## src/rtl/display_scan.sv

```systemverilog
// display_scan: multiplexed 7-segment scanner with shadowed content,
// BCD number mode with leading-zero blanking, and canned message codes.
module display_scan #(
    parameter int DIGITS      = 8,
    parameter int CLK_DIV     = 1000,
    parameter int BLINK_SLOTS = 256,
    parameter int LZB         = 1
) (
    input  logic                      clock,
    input  logic                      reset,
    input  logic                      latch,
    input  logic                      mode,
    input  logic [$clog2(DIGITS)-1:0] dp,
    input  logic [3:0]                codes,
    input  logic [4*DIGITS-1:0]       num,
    output logic [6:0]                seg_n,
    output logic                      dp_n,
    output logic [DIGITS-1:0]         an_n,
    output logic                      slot_tick
);

    localparam int DPW = $clog2(DIGITS);
    localparam int PW  = $clog2(CLK_DIV);
    localparam int BW  = (BLINK_SLOTS > 1) ? $clog2(BLINK_SLOTS) : 1;

    localparam logic [2:0] MSG_BLANK = 3'd0;
    localparam logic [2:0] MSG_ERR   = 3'd1;
    localparam logic [2:0] MSG_DASH  = 3'd2;
    localparam logic [2:0] MSG_LAMP  = 3'd3;

    localparam logic [6:0] SEG_R    = 7'h50;
    localparam logic [6:0] SEG_E    = 7'h79;
    localparam logic [6:0] SEG_DASH = 7'h40;
    localparam logic [6:0] SEG_ALL  = 7'h7F;
    localparam logic [6:0] SEG_OFF  = 7'h00;

    logic [PW-1:0]       presc;
    logic [DPW-1:0]      idx;
    logic [BW-1:0]       blk;
    logic                phase;

    logic                sh_mode;
    logic [DPW-1:0]      sh_dp;
    logic [3:0]          sh_codes;
    logic [4*DIGITS-1:0] sh_num;

    logic                tick;
    logic                dp_ok;
    logic [DPW-1:0]      dp_eff;
    logic [3:0]          nib;
    logic [DIGITS-1:0]   zhi;
    logic                blank_lz;
    logic [6:0]          seg_d;
    logic                dpon;

    // BCD digit to active-high segments; A..F show nothing
    function automatic logic [6:0] bcd7(input logic [3:0] v);
        logic [6:0] s;
        s = SEG_OFF;
        case (v)
            4'd0: s = 7'h3F;
            4'd1: s = 7'h06;
            4'd2: s = 7'h5B;
            4'd3: s = 7'h4F;
            4'd4: s = 7'h66;
            4'd5: s = 7'h6D;
            4'd6: s = 7'h7D;
            4'd7: s = 7'h07;
            4'd8: s = 7'h7F;
            4'd9: s = 7'h6F;
            default: s = SEG_OFF;
        endcase
        return s;
    endfunction

    assign tick      = (presc == PW'(CLK_DIV - 1));
    assign slot_tick = tick;

    // an out-of-range dp shows no point and acts as digit 0 for blanking
    assign dp_ok  = (32'(sh_dp) < DIGITS);
    assign dp_eff = dp_ok ? sh_dp : '0;
    assign nib    = sh_num[{idx, 2'b00} +: 4];

    // zhi[i]: every nibble from i up to the MSD is zero
    always_comb begin
        zhi = '0;
        for (int i = 0; i < DIGITS; i++) begin
            zhi[i] = ~|(sh_num >> (4 * i));
        end
    end

    assign blank_lz = (LZB != 0) && (idx > dp_eff) &&
                      (idx != '0) && zhi[idx];

    // content of the current digit, active-high, before output register
    always_comb begin
        seg_d = SEG_OFF;
        dpon  = 1'b0;
        if (!sh_mode) begin
            if (!blank_lz) begin
                seg_d = bcd7(nib);
                dpon  = dp_ok && (idx == sh_dp);
            end
        end else begin
            case (sh_codes[2:0])
                MSG_BLANK: seg_d = SEG_OFF;
                MSG_ERR: begin
                    if (32'(idx) < 2) begin
                        seg_d = SEG_R;
                    end else if (32'(idx) == 2) begin
                        seg_d = SEG_E;
                    end
                end
                MSG_DASH: seg_d = SEG_DASH;
                MSG_LAMP: begin
                    seg_d = SEG_ALL;
                    dpon  = 1'b1;
                end
                default: seg_d = SEG_OFF;
            endcase
            if (sh_codes[3] && phase) begin
                seg_d = SEG_OFF;
                dpon  = 1'b0;
            end
        end
    end

    // slot prescaler
    always_ff @(posedge clock or posedge reset) begin
        if (reset) begin
            presc <= '0;
        end else if (tick) begin
            presc <= '0;
        end else begin
            presc <= presc + 1'b1;
        end
    end

    // digit index advances once per slot
    always_ff @(posedge clock or posedge reset) begin
        if (reset) begin
            idx <= '0;
        end else if (tick) begin
            if (idx == DPW'(DIGITS - 1)) begin
                idx <= '0;
            end else begin
                idx <= idx + 1'b1;
            end
        end
    end

    // blink half-period counter and phase
    always_ff @(posedge clock or posedge reset) begin
        if (reset) begin
            blk   <= '0;
            phase <= 1'b0;
        end else if (tick) begin
            if (blk == BW'(BLINK_SLOTS - 1)) begin
                blk   <= '0;
                phase <= ~phase;
            end else begin
                blk <= blk + 1'b1;
            end
        end
    end

    // shadow copy of the display content
    always_ff @(posedge clock or posedge reset) begin
        if (reset) begin
            sh_mode  <= 1'b0;
            sh_dp    <= '0;
            sh_codes <= '0;
            sh_num   <= '0;
        end else if (latch) begin
            sh_mode  <= mode;
            sh_dp    <= dp;
            sh_codes <= codes;
            sh_num   <= num;
        end
    end

    // registered active-low drive of the pins
    always_ff @(posedge clock or posedge reset) begin
        if (reset) begin
            seg_n <= '1;
            dp_n  <= 1'b1;
            an_n  <= '1;
        end else begin
            seg_n <= ~seg_d;
            dp_n  <= ~dpon;
            an_n  <= ~(DIGITS'(1) << idx);
        end
    end

endmodule

```

## config.mk

```make
export PLATFORM = sky130hd
export DESIGN_NAME = display_scan
export DESIGN_NICKNAME = d
export VERILOG_FILES = /design/src/rtl/display_scan.sv
export SDC_FILE = /design/constraint.sdc
export NUM_CORES = 1
export LEC_CHECK = 0
export CAP_MARGIN = 20
export CORE_MARGIN = 2
export CORE_UTILIZATION = 53
export CTS_CLUSTER_DIAMETER = 80
export DETAILED_ROUTE_END_ITERATION = 10
export PLACE_DENSITY = 0.79
export SLEW_MARGIN = 15
export SYNTH_ARGS = -nofsm -noshare
export SYNTH_HDL_FRONTEND = slang
export SYNTH_SLANG_ARGS = --single-unit
export TNS_END_PERCENT = 30
```

## constraint.sdc

```tcl
create_clock -name clock -period 3 [get_ports clock]
set_input_delay 0.3 -clock clock [delete_from_list [all_inputs] [get_ports clock]]
set_output_delay 0.3 -clock clock [all_outputs]
set_load 0.03 [all_outputs]
```

## Word-level counts from Yosys, hierarchy flattened

Memory sizes are Yosys's and may differ from the RTL's.
Index checks and enable logic that the tools add are counted.

- Add/subtract/negate cells: 3
- Magnitude comparators: 3
- Equality and inequality tests: 8
- Shift-type cells: 2
- Mux-type cells: 15
- Bitwise logic cells: 4
- Reduce and logical (&&, ||, !) cells: 21

Operator list:

| kind | count |
|---|---|
| 7-bit two-way mux | 5 |
| 32-bit OR reduction | 1 |
| 32-bit by 6-bit variable part select with 4-bit output | 1 |
| 28-bit OR reduction | 1 |
| 24-bit OR reduction | 1 |
| 7-bit one-hot mux with 3 select lines | 1 |
| 20-bit OR reduction | 1 |
| 16-bit OR reduction | 1 |
| 12-bit OR reduction | 1 |
| 10-bit by 1-bit adder with 10-bit output (second input constant) | 1 |
| 10-bit equality test (second input constant) | 1 |
| 10-bit two-way mux | 1 |
| 3-bit by 2-bit equality test with 1-bit output (second input constant) | 3 |
| 8-bit by 1-bit adder with 8-bit output (second input constant) | 1 |
| 8-bit equality test (second input constant) | 1 |
| 1-bit logical NOT | 8 |
| 8-bit two-way mux | 1 |
| 8-bit NOT | 1 |
| 8-bit OR reduction | 1 |
| 1-bit by 3-bit << shifter with 8-bit output (first input constant) | 1 |
| 7-bit NOT | 1 |
| 1-bit two-way mux | 5 |
| 3-bit by 4-bit less-than comparator with 1-bit output (second input constant) | 1 |
| 4-bit OR reduction | 1 |
| other kinds (12) | 15 |

- Register bits after elaboration: 78
- Bits in read-only memories: 112
- Word-level logic and storage cells: 68
- Memories: 1

Memory list:

| memory | words | bits a word | read ports | clocked after Yosys merged registers in | wr ports | RTL line | text |
|---|---|---|---|---|---|---|---|
| (no name shown) | 16 | 7 | 1 | 0 | 0 | 60 | `case (v)` |

## Logic depth before layout (Yosys ltp)

- Word-level depth: 8
- Depth in mapped cells: 9
- Depth with buffers taken out: 7

## Worst setup path after synthesis

OpenSTA, ideal clock, no wires.

- Kind: register to register
- From: reg idx[0]
- To: reg seg_n[6]
- Library setup time: 100 ps
- Data arrival time: 2224 ps
- Required time: 2900 ps
- Setup slack: 676 ps
- Stages on the path, launching flop included: 9
- Buffers on the path: 1
- Clock period less this slack: 2324 ps
- Path through: dfrtp_1 -> buf_6 -> mux4_1 -> mux2i_1 -> inv_1 -> ha_1 -> mux2_4 -> mux2i_1 -> a31oi_1

- Cells in the longest elaborated chain, start to end: 7

RTL lines:

| what | RTL line | text |
|---|---|---|
| from (decl) | 38 | `logic [DPW-1:0] idx;` |
| from (signal assigned) | 147 | `idx <= idx + 1'b1;` |
| branches (longest 5 deep; another with memory read 16 x 7 bit) | n/a |  |
| 7-bit two-way mux (*) | 99 | `if (!sh_mode) begin` |
| 7-bit NOT (*) | 189 | `seg_n <= ~seg_d;` |
| to (signal assigned) | 189 |  |
| to (decl) | 16 | `output logic [6:0] seg_n,` |

Mark *: on every way between the ends. The select of a mux whose other input is x is not followed.
A chain may end at the register's enable or synchronous reset.

## Final worst setup path

Same ends and word-level chain as after synthesis.

==> flow_results.xml <==
<?xml version="1.0" encoding="UTF-8"?>
<metrics>
  <group name="floorplanning">
    <metric name="rows" unit="">30</metric>
    <metric name="coreArea" unit="mm²">0.00683</metric>
    <metric name="die_y" unit="µm">88.2</metric>
    <metric name="floorplan.initialDensity" unit="%">55.0</metric>
    <metric name="die-area" unit="mm²">0.00778</metric>
    <metric name="io_pins" unit="">60</metric>
    <metric name="floorplan.die.width" unit="µm">88.2</metric>
  </group>
  <group name="detailed_routing">
    <metric name="total_routed_wirelength" unit="µm">7330</metric>
    <metric name="drt_drc_violations_left" unit="">0</metric>
    <metric name="final_antenna_violating_net_count" unit="">0</metric>
    <metric name="detailedRoute.firstIterationViolations" unit="">112</metric>
    <metric name="route.detailed.vias_per_inst" unit="">5.49</metric>
    <metric name="route.vias.total" unit="">2551</metric>
    <metric name="iteration_count_of_the_initial_detailed_routing_pass" unit="">4</metric>
    <metric name="route.detailed.wl_per_inst" unit="µm">15.8</metric>
  </group>
  <group name="synth">
    <metric name="synth_seq_area_share" unit="%">52.5</metric>
    <metric name="ys_types" unit="">44</metric>
    <metric name="post_synthesis_cell_type_with_the_largest_combined_area" unit="">dfrtp_1</metric>
    <metric name="syn_avg_cell_area" unit="µm²">12.4</metric>
    <metric name="syn_inst" unit="">303</metric>
    <metric name="synth_top_area_share" unit="%">41.3</metric>
    <metric name="yosysWarningCount" unit="">0</metric>
    <metric name="synth.top_cells.by_area" unit="">dfrtp_1 (41%), dfstp_2 (11%), mux2_2 (11%)</metric>
    <metric name="ys_seq_elements" unit="">78</metric>
    <metric name="netlist_area" unit="mm²">0.00376</metric>
    <metric name="post_syn_nets" unit="">362</metric>
  </group>
  <group name="critical_path">
    <metric name="timing.setup.critical_path_class" unit="">reg -&gt; reg</metric>
    <metric name="critPathMostFrequentCell" unit="">mux2i_1</metric>
    <metric name="worstRegToRegCells" unit="">7</metric>
    <metric name="worst-r2r-setup-slack" unit="ps">330</metric>
    <metric name="crit_arrival" unit="ps">2930</metric>
    <metric name="r2r-end" unit="">seg_n[6]</metric>
    <metric name="worst_r2r_startpoint" unit="">idx[0]</metric>
    <metric name="critPathMaxFanout" unit="">13</metric>
    <metric name="worstPathCellList" unit="">mux4_1 -&gt; mux2i_1 -&gt; inv_1 -&gt; ha_1 -&gt; mux2_4 -&gt; mux2i_1 -&gt; a31oi_1</metric>
    <metric name="crit_buf_inv" unit="">1</metric>
    <metric name="critPathSlowestCell" unit="">dfrtp_1</metric>
    <metric name="critical_path.endpoint_type" unit="">flop</metric>
    <metric name="max_stage_delay" unit="ps">670</metric>
    <metric name="crit_required" unit="ps">3250</metric>
    <metric name="critical_path_startpoint_category" unit="">flop</metric>
    <metric name="cpLargestDelayFamily" unit="">multiplexers</metric>
  </group>
  <group name="clocking">
    <metric name="clock-sinks" unit="">78</metric>
    <metric name="tritoncts.num_buffers" unit="">9</metric>
    <metric name="cts_max_path_buffers" unit="">2</metric>
    <metric name="post-cts-setup-buffers" unit="">0</metric>
    <metric name="cts.reportedPaths.clkPinSlew" unit="ps">80</metric>
    <metric name="cts_root_buffer" unit="">clkbuf_8</metric>
    <metric name="ctsHoldBuffers" unit="">0</metric>
    <metric name="cts_resized" unit="">0</metric>
    <metric name="tritoncts" unit="">built</metric>
    <metric name="clk_latency" unit="ps">350</metric>
    <metric name="htreeDepth" unit="">3</metric>
  </group>
  <group name="sta">
    <metric name="timing.fmax" unit="MHz">374</metric>
    <metric name="worst_margin_pin_slew" unit="ps">910</metric>
    <metric name="setup_tns" unit="ps">0</metric>
    <metric name="grt_setup_unrepaired" unit="">no</metric>
    <metric name="finalSetupViolCount" unit="">0</metric>
    <metric name="timing.final.crit_share" unit="%">89.1</metric>
    <metric name="holdWs" unit="ps">340</metric>
    <metric name="slew_violations" unit="">0</metric>
    <metric name="maxSlewHeadroom" unit="%">39.3</metric>
    <metric name="report.final.hold_viol_count" unit="">0</metric>
    <metric name="finalClockSkew" unit="ps">10.6</metric>
    <metric name="finalWorstPathRequiredPeriod" unit="ps">2670</metric>
  </group>
  <group name="layout">
    <metric name="postLayoutCellArea" unit="mm²">0.00464</metric>
    <metric name="multi_input_comb_area" unit="mm²">0.00167</metric>
    <metric name="drive_above_1_share" unit="%">20.6</metric>
    <metric name="nets" unit="">423</metric>
    <metric name="n_fill_cell" unit="">526</metric>
    <metric name="ff_latch_area" unit="mm²">0.00197</metric>
    <metric name="diodes" unit="">0</metric>
    <metric name="finish.cell_count_without_fillers" unit="">465</metric>
    <metric name="synthToLayoutAreaGrowth" unit="%">23.6</metric>
  </group>
  <group name="global_routing">
    <metric name="antenna_found_initial" unit="">0</metric>
    <metric name="grtUsageTotal" unit="%">20.7</metric>
    <metric name="grt_pass1_vias" unit="">2542</metric>
    <metric name="grt_first_pass_wirelength" unit="µm">12000</metric>
    <metric name="grt_start_max_net_pins" unit="">51</metric>
    <metric name="overflow" unit="">0</metric>
  </group>
  <group name="power_and_ir_drop">
    <metric name="power_density" unit="mW/mm²">504</metric>
    <metric name="worst_ir_drop_vdd" unit="V">0.000330</metric>
    <metric name="cellLeakagePower" unit="nW">1.98</metric>
  </group>
  <group name="place">
    <metric name="io_buffer_count" unit="">59</metric>
    <metric name="routabilityCongestion" unit="">0.869</metric>
    <metric name="post-dp-hpwl" unit="µm">5390</metric>
    <metric name="post-place-cells" unit="">449</metric>
    <metric name="placement.cell_area" unit="mm²">0.00444</metric>
  </group>
  <group name="hold_path">
    <metric name="hold_class" unit="">in -&gt; async</metric>
  </group>
  <group name="run_status">
    <metric name="outcome" unit="">completed</metric>
  </group>
  <group name="flow_run">
    <metric name="max_cap_viol_count" unit="">0</metric>
  </group>
</metrics>
## power by group
group          switching [mW]  internal (mW)
sequential             0.0503           1.13
combinational           0.148          0.177
clock                   0.366          0.465
## cell families (layout without fill, tap and decap cells)
logic type	after synthesis	after routing	share of synthesized area, %
xor gates and xnor gates	11	11	2.56
AOI/OAI and AO/OA	42	42	7.16
and+or+nand+nor	76	76	9.62
buffers and inverters	26	92	3.03
adders and majority gates	16	16	5.33
DFF	78	78	52.5
muxes	54	54	19.8
## registers in the layout (all words and copies together), names as in the netlist
signal,cells
dp_n,1
phase,1
an_n,8
presc,10
seg_n,7
sh_mode,1
idx,3
sh_num,32
blk,8
dp_eff,3
sh_codes,4
## routing by layer
metal	share of wire, %	global-route usage, %	up-vias
met3	5.5	5.84	12
met2	49	33.2	81
met4	1.7	8.26	0
met1	44	26.7	1238
met5	0	0	-
li1	-	-	1220
## final cells by class
type / count / area share [%]
clock inverters: 5 / 1.62
inverters: 14 / 1.13
well taps: 96 / 2.59
multi-input cells: 199 / 36.0
clock buffers: 11 / 2.83
repair buffers: 62 / 13.4
flip-flops and latches: 78 / 42.5
## per-stage QoR
step,total power [mW],util (%),setup slack (ps)
after floorplan,1.39,-,676
after global placement,1.52,64.9,463
after detailed placement,1.53,64.9,366
after CTS,2.36,68.0,335
after global routing,2.45,68.0,161
final,2.34,68.0,326
## how the worst max path moves through the flow
stage | startpoint | to | slack [ps] | cells after the start
finish | idx[0] | seg_n[6] | 330 | 7
floorplan | idx[0] | seg_n[6] | 680 | 8
global placement | idx[0] | seg_n[6] | 460 | 7
global route | idx[0] | seg_n[6] | 160 | 7
detailed placement | idx[0] | seg_n[6] | 370 | 7
CTS | idx[0] | seg_n[6] | 340 | 7
## placed cells by master, fill, tap and decap left out, types with 8 or more instances in the layout
master	Yosys	routed
dfrtp_1	62	62
clkdlybuf4s50_1	0	58
mux2_2	37	37
nand2_1	27	27
ha_1	16	16
dfstp_2	16	16
nor2_1	15	15
inv_1	14	13
o21ai_0	11	11
a31oi_1	9	9
clkbuf_8	0	9
nand3_1	8	8
## Yosys cell counts
cell type  count
xnor2_1        7
o22ai_1        1
o31ai_1        2
mux4_1         7
o2111a_1       1
ha_1          16
buf_6          1
dfrtp_1       62
nand4_1        5
mux2_2        37
mux2_1         1
or4_1          1
clkbuf_1       8
and4b_1        1
buf_2          1
mux2i_4        2
o21a_1         2
a32oi_1        1
nor2_1        15
and2_1         1
nor2b_1        4
buf_4          2
o21ai_0       11
and3_1         4
mux2_4         1
nand3b_1       1
a21oi_1        7
nor3_1         4
o41ai_1        1
a211oi_1       1
a21o_1         1
mux2i_1        5
nor4_1         5
mux4_2         1
o211ai_1       2
nand2_1       27
nand3_1        8
a31oi_1        9
a41o_1         1
xor2_1         4
a311oi_1       1
dfstp_2       16
inv_1         14
o2111ai_1      1
Power figures use the tool's default switching activity.
==> patch 1 (same flow settings) <==
Register the inputs `latch`, `mode`, `dp`, `codes` and `num` before use. The logic sees them one clock later.
--- a/src/rtl/display_scan.sv
+++ b/src/rtl/display_scan.sv
@@ -36,2 +36,16 @@
 
+    logic latch_q;
+    logic mode_q;
+    logic [$clog2(DIGITS)-1:0] dp_q;
+    logic [3:0] codes_q;
+    logic [4*DIGITS-1:0] num_q;
+
+    always_ff @(posedge clock) begin
+        latch_q <= latch;
+        mode_q  <= mode;
+        dp_q    <= dp;
+        codes_q <= codes;
+        num_q   <= num;
+    end
+
     logic [PW-1:0]       presc;
@@ -173,7 +187,7 @@
             sh_num   <= '0;
-        end else if (latch) begin
-            sh_mode  <= mode;
-            sh_dp    <= dp;
-            sh_codes <= codes;
-            sh_num   <= num;
+        end else if (latch_q) begin
+            sh_mode  <= mode_q;
+            sh_dp    <= dp_q;
+            sh_codes <= codes_q;
+            sh_num   <= num_q;
         end
Formal check against the unedited RTL: not equivalent (Yosys sat finds a counterexample within 4 cycles, from zero or initial values and one cycle with reset high).
==> patch 1 against the unedited design <==
- register-to-register slack better by 0.19 ns
- critical endpoint is now slot_tick
- fmax fell by 3.6%
- total power rose by 85%
- worst setup slack got worse by 0.10 ns
- global-route usage fell by 0.54 points
- highest routed layer unchanged
- cell area grew 28%
- routed wire length up 22%
- worst hold slack worse by 0.13 ns
- combinational power increased by 3%
- sequential cell count grew 41
- clock skew shrank 0.0039 ns
- synthesized cell count grew 16%
- area after synthesis is 22% higher
==> patch 1: results (changes against the unedited design) <==
* Status: complete, no violations (unchanged)
* Crit path to: slot_tick (was seg_n[6])
* Max clock buf depth at 2 (unchanged)
* Register-to-register setup slack at 0.52 ns (was 0.33 ns)
* Setup Viol. Count Final at 0 (unchanged)
* Sw frac at 0.212 (was 0.241)
* Cell Area, Placed at 0.00530 mm^2 (was 0.00444 mm^2)
* XOR/XNOR share of the synthesized area at 0.0210 (was 0.0256)
* Synth unique cells at 42 (was 44)
* Slew margin rel. at 0.560 (was 0.393)
* Post-Synth Adder-Cell Area at 0.0435 (was 0.0533)
* CP max FO at 18 (was 13)
* Gpl congestion at 0.897 (was 0.869)
* FILL cells at 544 (was 526)
* Complex-gate fraction of the synthesized area at 0.0509 (was 0.0716)
* Placed Cells at 506 (was 449)
* Grt ovf at 0 (unchanged)
* Pins Over Slew Limit at 0 (unchanged)
* Vias in the first global route at 3,025 (was 2,542)
* PortBufs at 59 (unchanged)
* Worst-path clk slew at 0.05 ns (was 0.08 ns)
* CTS root buf: clkbuf_8 (unchanged)
* Post-synth net total at 409 (was 362)
* Sequential area share after synthesis at 0.607 (was 0.525)
* CTS Buf Count at 17 (was 9)
* Antenna cells at 0 (unchanged)
* Largest cells by area after synthesis: dfrtp_1, dfxtp_1, mux2_2 (was dfrtp_1, dfstp_2, mux2_2)
* DR iter-0 viols at 97 (was 112)
* # Post-CTS Setup Buffers at 0 (unchanged)
* Tot GR Track Use at 0.201 (was 0.207)
* Post-synthesis average cell area at 13.1 um^2 (was 12.4 um^2)
* Total wire length at 8960 um (was 7330 um)
* Arrival @ worst endpoint at 2.47 ns (was 2.93 ns)
* Share of cells above drive strength 1 at 0.245 (was 0.206)
* FF-to-FF End: seg_n[6] (unchanged)
* Top flop regs: num_q: 32 flops, sh_num: 32 flops, presc: 10 flops (was sh_num: 32 flops, presc: 10 flops)
* Resized cells post-CTS at 1 (was 0)
* Syn. warnings at 0 (unchanged)
* Asr flop ratio synth at 0.655 (was 1.00)
* Final Skew at 0.00669 ns (was 0.0106 ns)
* Post-DP HPWL at 5920 um (was 5390 um)
* Worst-skew pair later-pin latency at 0.51 ns (was 0.35 ns)
* Hold WC Path Type: primary input to async pin (unchanged)
* Final #Nets at 479 (was 423)
* First-pass GRT wire length at 14,800 um (was 12,000 um)
* Via density at 5.43 (was 5.49)
* Max IR drop VDD at 0.000464 V (was 0.000330 V)
* Seq. pwr at 1780 uW (was 1190 uW)
* Static Leak at 0.00252 uW (was 0.00198 uW)
* RR Startpoint: idx[1] (was idx[0])
* H-tree depth at 4 (was 3)
* FF-to-FF path depth at 7 (unchanged)
* Final Non-Filler Cells at 538 (was 465)
* Worst Setup SP: presc[0] (was idx[0])
* Largest net degree at the start of global routing at 49 (was 51)
* Top cells by count, synth: dfrtp_1, dfxtp_1, mux2_2, nand2_1 (was dfrtp_1, mux2_2, nand2_1, dfstp_2, ha_1)
* Mux cell area share after synthesis at 0.162 (was 0.198)
* Clock power frac at 0.511 (was 0.355)
patch 1: changes by cell type after synthesis, sizes merged, moves of 3 or more:
cell and delta:
a31oi -8, and2 +4, dfxtp +41, nand3 +6, nor2b -3, o211ai +4, o21ai +10, xnor2 -3
xor2 +3
patch 1: cells by family after synthesis:
| kind of cell | Yosys count |
|---|---|
| multiplexers | 55 |
| AND/OR/NAND/NOR | 86 |
| XOR/XNOR | 11 |
| adder cells (fa/ha/maj) | 16 |
| AO/OA/AOI/OAI | 39 |
| flip-flops | 119 |
| buffers and inverters | 24 |
patch 1: critical path, stage by stage, from the launching register on:
cell and delay [ns]:
dfrtp_1 0.40, ha_1 0.22, nand4b_1 0.12, or3_1 0.49, inv_2 0.29, dlygate4sd2_1 0.44
patch 1: through the flow:
| step | total power [uW] | hold slack (ns) | worst slack [ns] | utilization |
|---|---|---|---|---|
| floorplan | 2000 | 0.328 | 0.731 | - |
| global placement | 2130 | 0.447 | 0.605 | 0.639 |
| detailed placement | 2140 | 0.447 | 0.489 | 0.639 |
| CTS | 4360 | 0.216 | 0.214 | 0.719 |
| global route | 4490 | 0.207 | 0.0894 | 0.719 |
| finish | 4330 | 0.213 | 0.225 | 0.719 |
patch 1: metal layers:
metal,track usage,up-vias,share of wire
li1,-,1389,-
met5,0,-,0
met3,0.0669,19,0.051
met4,0.0899,0,0.028
met2,0.339,91,0.51
met1,0.234,1424,0.41
patch 1: final cells by class:
type                            count  area (um^2)  share of cell area
Clock buffer                       23          509              0.0854
Clock inverter                      9          158              0.0264
Inverter                           12         45.0             0.00755
Multi-Input combinational cell    207         1700               0.285
Sequential cell                   119         2790               0.468
Tap cell                          105          131              0.0220
Timing Repair Buffer               63          632               0.106
==> patch 2 (config.mk and constraints unchanged) <==
Made on the original files. The parameter `BLINK_SLOTS` goes from 256 to 128.
--- a/src/rtl/display_scan.sv
+++ b/src/rtl/display_scan.sv
@@ -5,3 +5,3 @@
     parameter int CLK_DIV     = 1000,
-    parameter int BLINK_SLOTS = 256,
+    parameter int BLINK_SLOTS = 128,
     parameter int LZB         = 1
Formal check against the unedited RTL: no difference found for any inputs over 10 cycles, from zero or initial values and one cycle with reset high; that may be too few to reach the edited logic, so the function may still have changed.
==> patch 2 against the unedited design <==
- global-route usage grew 0.49 points
- sequential share of layout area is 0.21 points higher
- sequential cell count fell by 1
- worst setup slack improved by 0.0090 ns
- count of clock-buffer cells in the layout is 1 higher
- final cell count decreased by 3.9%
- routed wire length fell by 0.89%
- total power decreased by 3.3%
- area after synthesis down 1.8%
- cell area shrank 1.8%
- combinational power down 2%
- critical endpoint is now seg_n[4]
==> patch 2: results (changes against the unedited design) <==
* CP max FO at 10 (was 13)
* FILL cells at 502 (was 526)
* Share of cells above drive strength 1 at 0.199 (was 0.206)
* Status: complete, no violations (unchanged)
* Synth unique cells at 45 (was 44)
* Max IR drop VDD at 0.000367 V (was 0.000330 V)
* Worst-skew pair later-pin latency at 0.35 ns (about the same)
* Vias in the first global route at 2,540 (was 2,542)
* Top flop regs: sh_num: 32 flops, presc: 10 flops, an_n: 8 flops (was sh_num: 32 flops, presc: 10 flops)
* Final #Nets at 421 (was 423)
* Post-synth net total at 358 (was 362)
* Gpl congestion at 0.835 (was 0.869)
* Total wire length at 7260 um (was 7330 um)
* Asr flop ratio synth at 1.00 (unchanged)
* First-pass GRT wire length at 12,400 um (was 12,000 um)
* FF-to-FF path depth at 7 (unchanged)
* FF-to-FF End: seg_n[4] (was seg_n[6])
* RR Startpoint: idx[0] (unchanged)
* Tot GR Track Use at 0.212 (was 0.207)
* Arrival @ worst endpoint at 2.92 ns (was 2.93 ns)
* Sw frac at 0.249 (was 0.241)
* PortBufs at 59 (unchanged)
* Resized cells post-CTS at 0 (unchanged)
* Most used DFF post-synth: dfrtp_1 (unchanged)
* Post-DP HPWL at 5320 um (was 5390 um)
* Top cell type's share of synthesized area at 0.414 (was 0.413)
* Static Leak at 0.00188 uW (was 0.00198 uW)
* Hold Slack at 0.395 ns (was 0.340 ns)
* Syn. warnings at 0 (unchanged)
* Largest cells by area after synthesis: dfrtp_1, dfstp_2, mux2_2 (unchanged)
* Top cells by count, synth: dfrtp_1, nand2_1, mux2_2, dfstp_2, ha_1 (was dfrtp_1, mux2_2, nand2_1, dfstp_2, ha_1)
* Final Skew at 0.0106 ns (about the same)
* Largest net degree at the start of global routing at 45 (was 51)
* Sequential area share after synthesis at 0.527 (was 0.525)
* Worst Tran Pin Value at 0.877 ns (was 0.910 ns)
* DR iter-0 viols at 118 (was 112)
patch 2: cell count changes in the layout (fill, tap and decap cells not counted), moves of 4 or more:
| cell | change |
|---|---|
| o21ai_0 | -4 |
| mux4_1 | -6 |
| mux4_2 | +6 |
| mux2_2 | -11 |
| o21ai_1 | +7 |
| mux2_1 | +13 |
patch 2: layout make-up:
cell class / count / area [um^2] / share of cell area
inverters: 14 / 52.6 / 0.0115
clock buffers: 12 / 145 / 0.0318
flip-flops and latches: 77 / 1950 / 0.427
multi-input cells: 198 / 1650 / 0.361
well taps: 80 / 100 / 0.0219
clock inverters: 4 / 48.8 / 0.0107
repair buffers: 62 / 621 / 0.136
patch 2: routing by layer:
| layer | wire length (um) | global-route usage |
|---|---|---|
| met2 | 3610 | 0.335 |
| met5 | 0 | 0 |
| met4 | 133 | 0.0741 |
| met1 | 3250 | 0.289 |
| met3 | 271 | 0.0464 |
patch 2: logic make-up (layout without fill, tap and decap cells):
kind of cell	Yosys count	count (layout)	share of synthesized area
and+or+nand+nor	77	77	0.102
AOI/OAI and AO/OA	40	40	0.0678
buffers and inverters	24	92	0.0261
xor gates and xnor gates	10	10	0.0237
DFF	77	77	0.527
muxes	55	55	0.199
adders and majority gates	16	16	0.0542
patch 2: worst max path at each step:
stage / start / end / slack (ns) / depth (start not counted)
floorplan: idx[0] / seg_n[0] / 0.74 / 8
global placement: idx[0] / seg_n[4] / 0.51 / 7
detailed placement: idx[0] / seg_n[4] / 0.39 / 7
CTS: idx[0] / seg_n[4] / 0.34 / 7
global route: idx[0] / seg_n[4] / 0.009 / 7
finish: idx[0] / seg_n[4] / 0.33 / 7
patch 2: per-stage QoR:
stage | std cells | power (uW) | area [um^2] | worst slack [ns]
3_5_place_dp | 431 | 1520 | 4370 | 0.394
3_3_place_gp | 431 | 1510 | 4370 | 0.506
2_1_floorplan | 299 | 1370 | 3690 | 0.740
4_1_cts | 447 | 2280 | 4560 | 0.341
5_1_grt | 447 | 2370 | 4560 | 0.00862
6_report | 447 | 2270 | 4560 | 0.335
patch 2: power groups by stage:
stage,clock network [uW],registers [uW],logic [uW]
after CTS,780,1170,325
after global placement,0,1190,316
after global routing,836,1180,349
after floorplan,0,1210,163
final,770,1170,321
after detailed placement,0,1190,323
patch 2: worst max-delay path, cell delays in order, from the launching register on:
cell and delay, ns:
dfrtp_1 0.62, inv_1 0.23, ha_1 0.30, nor3_1 0.16, a41oi_1 0.13, a2111oi_0 0.42
o221ai_1 0.40, a32oi_1 0.31
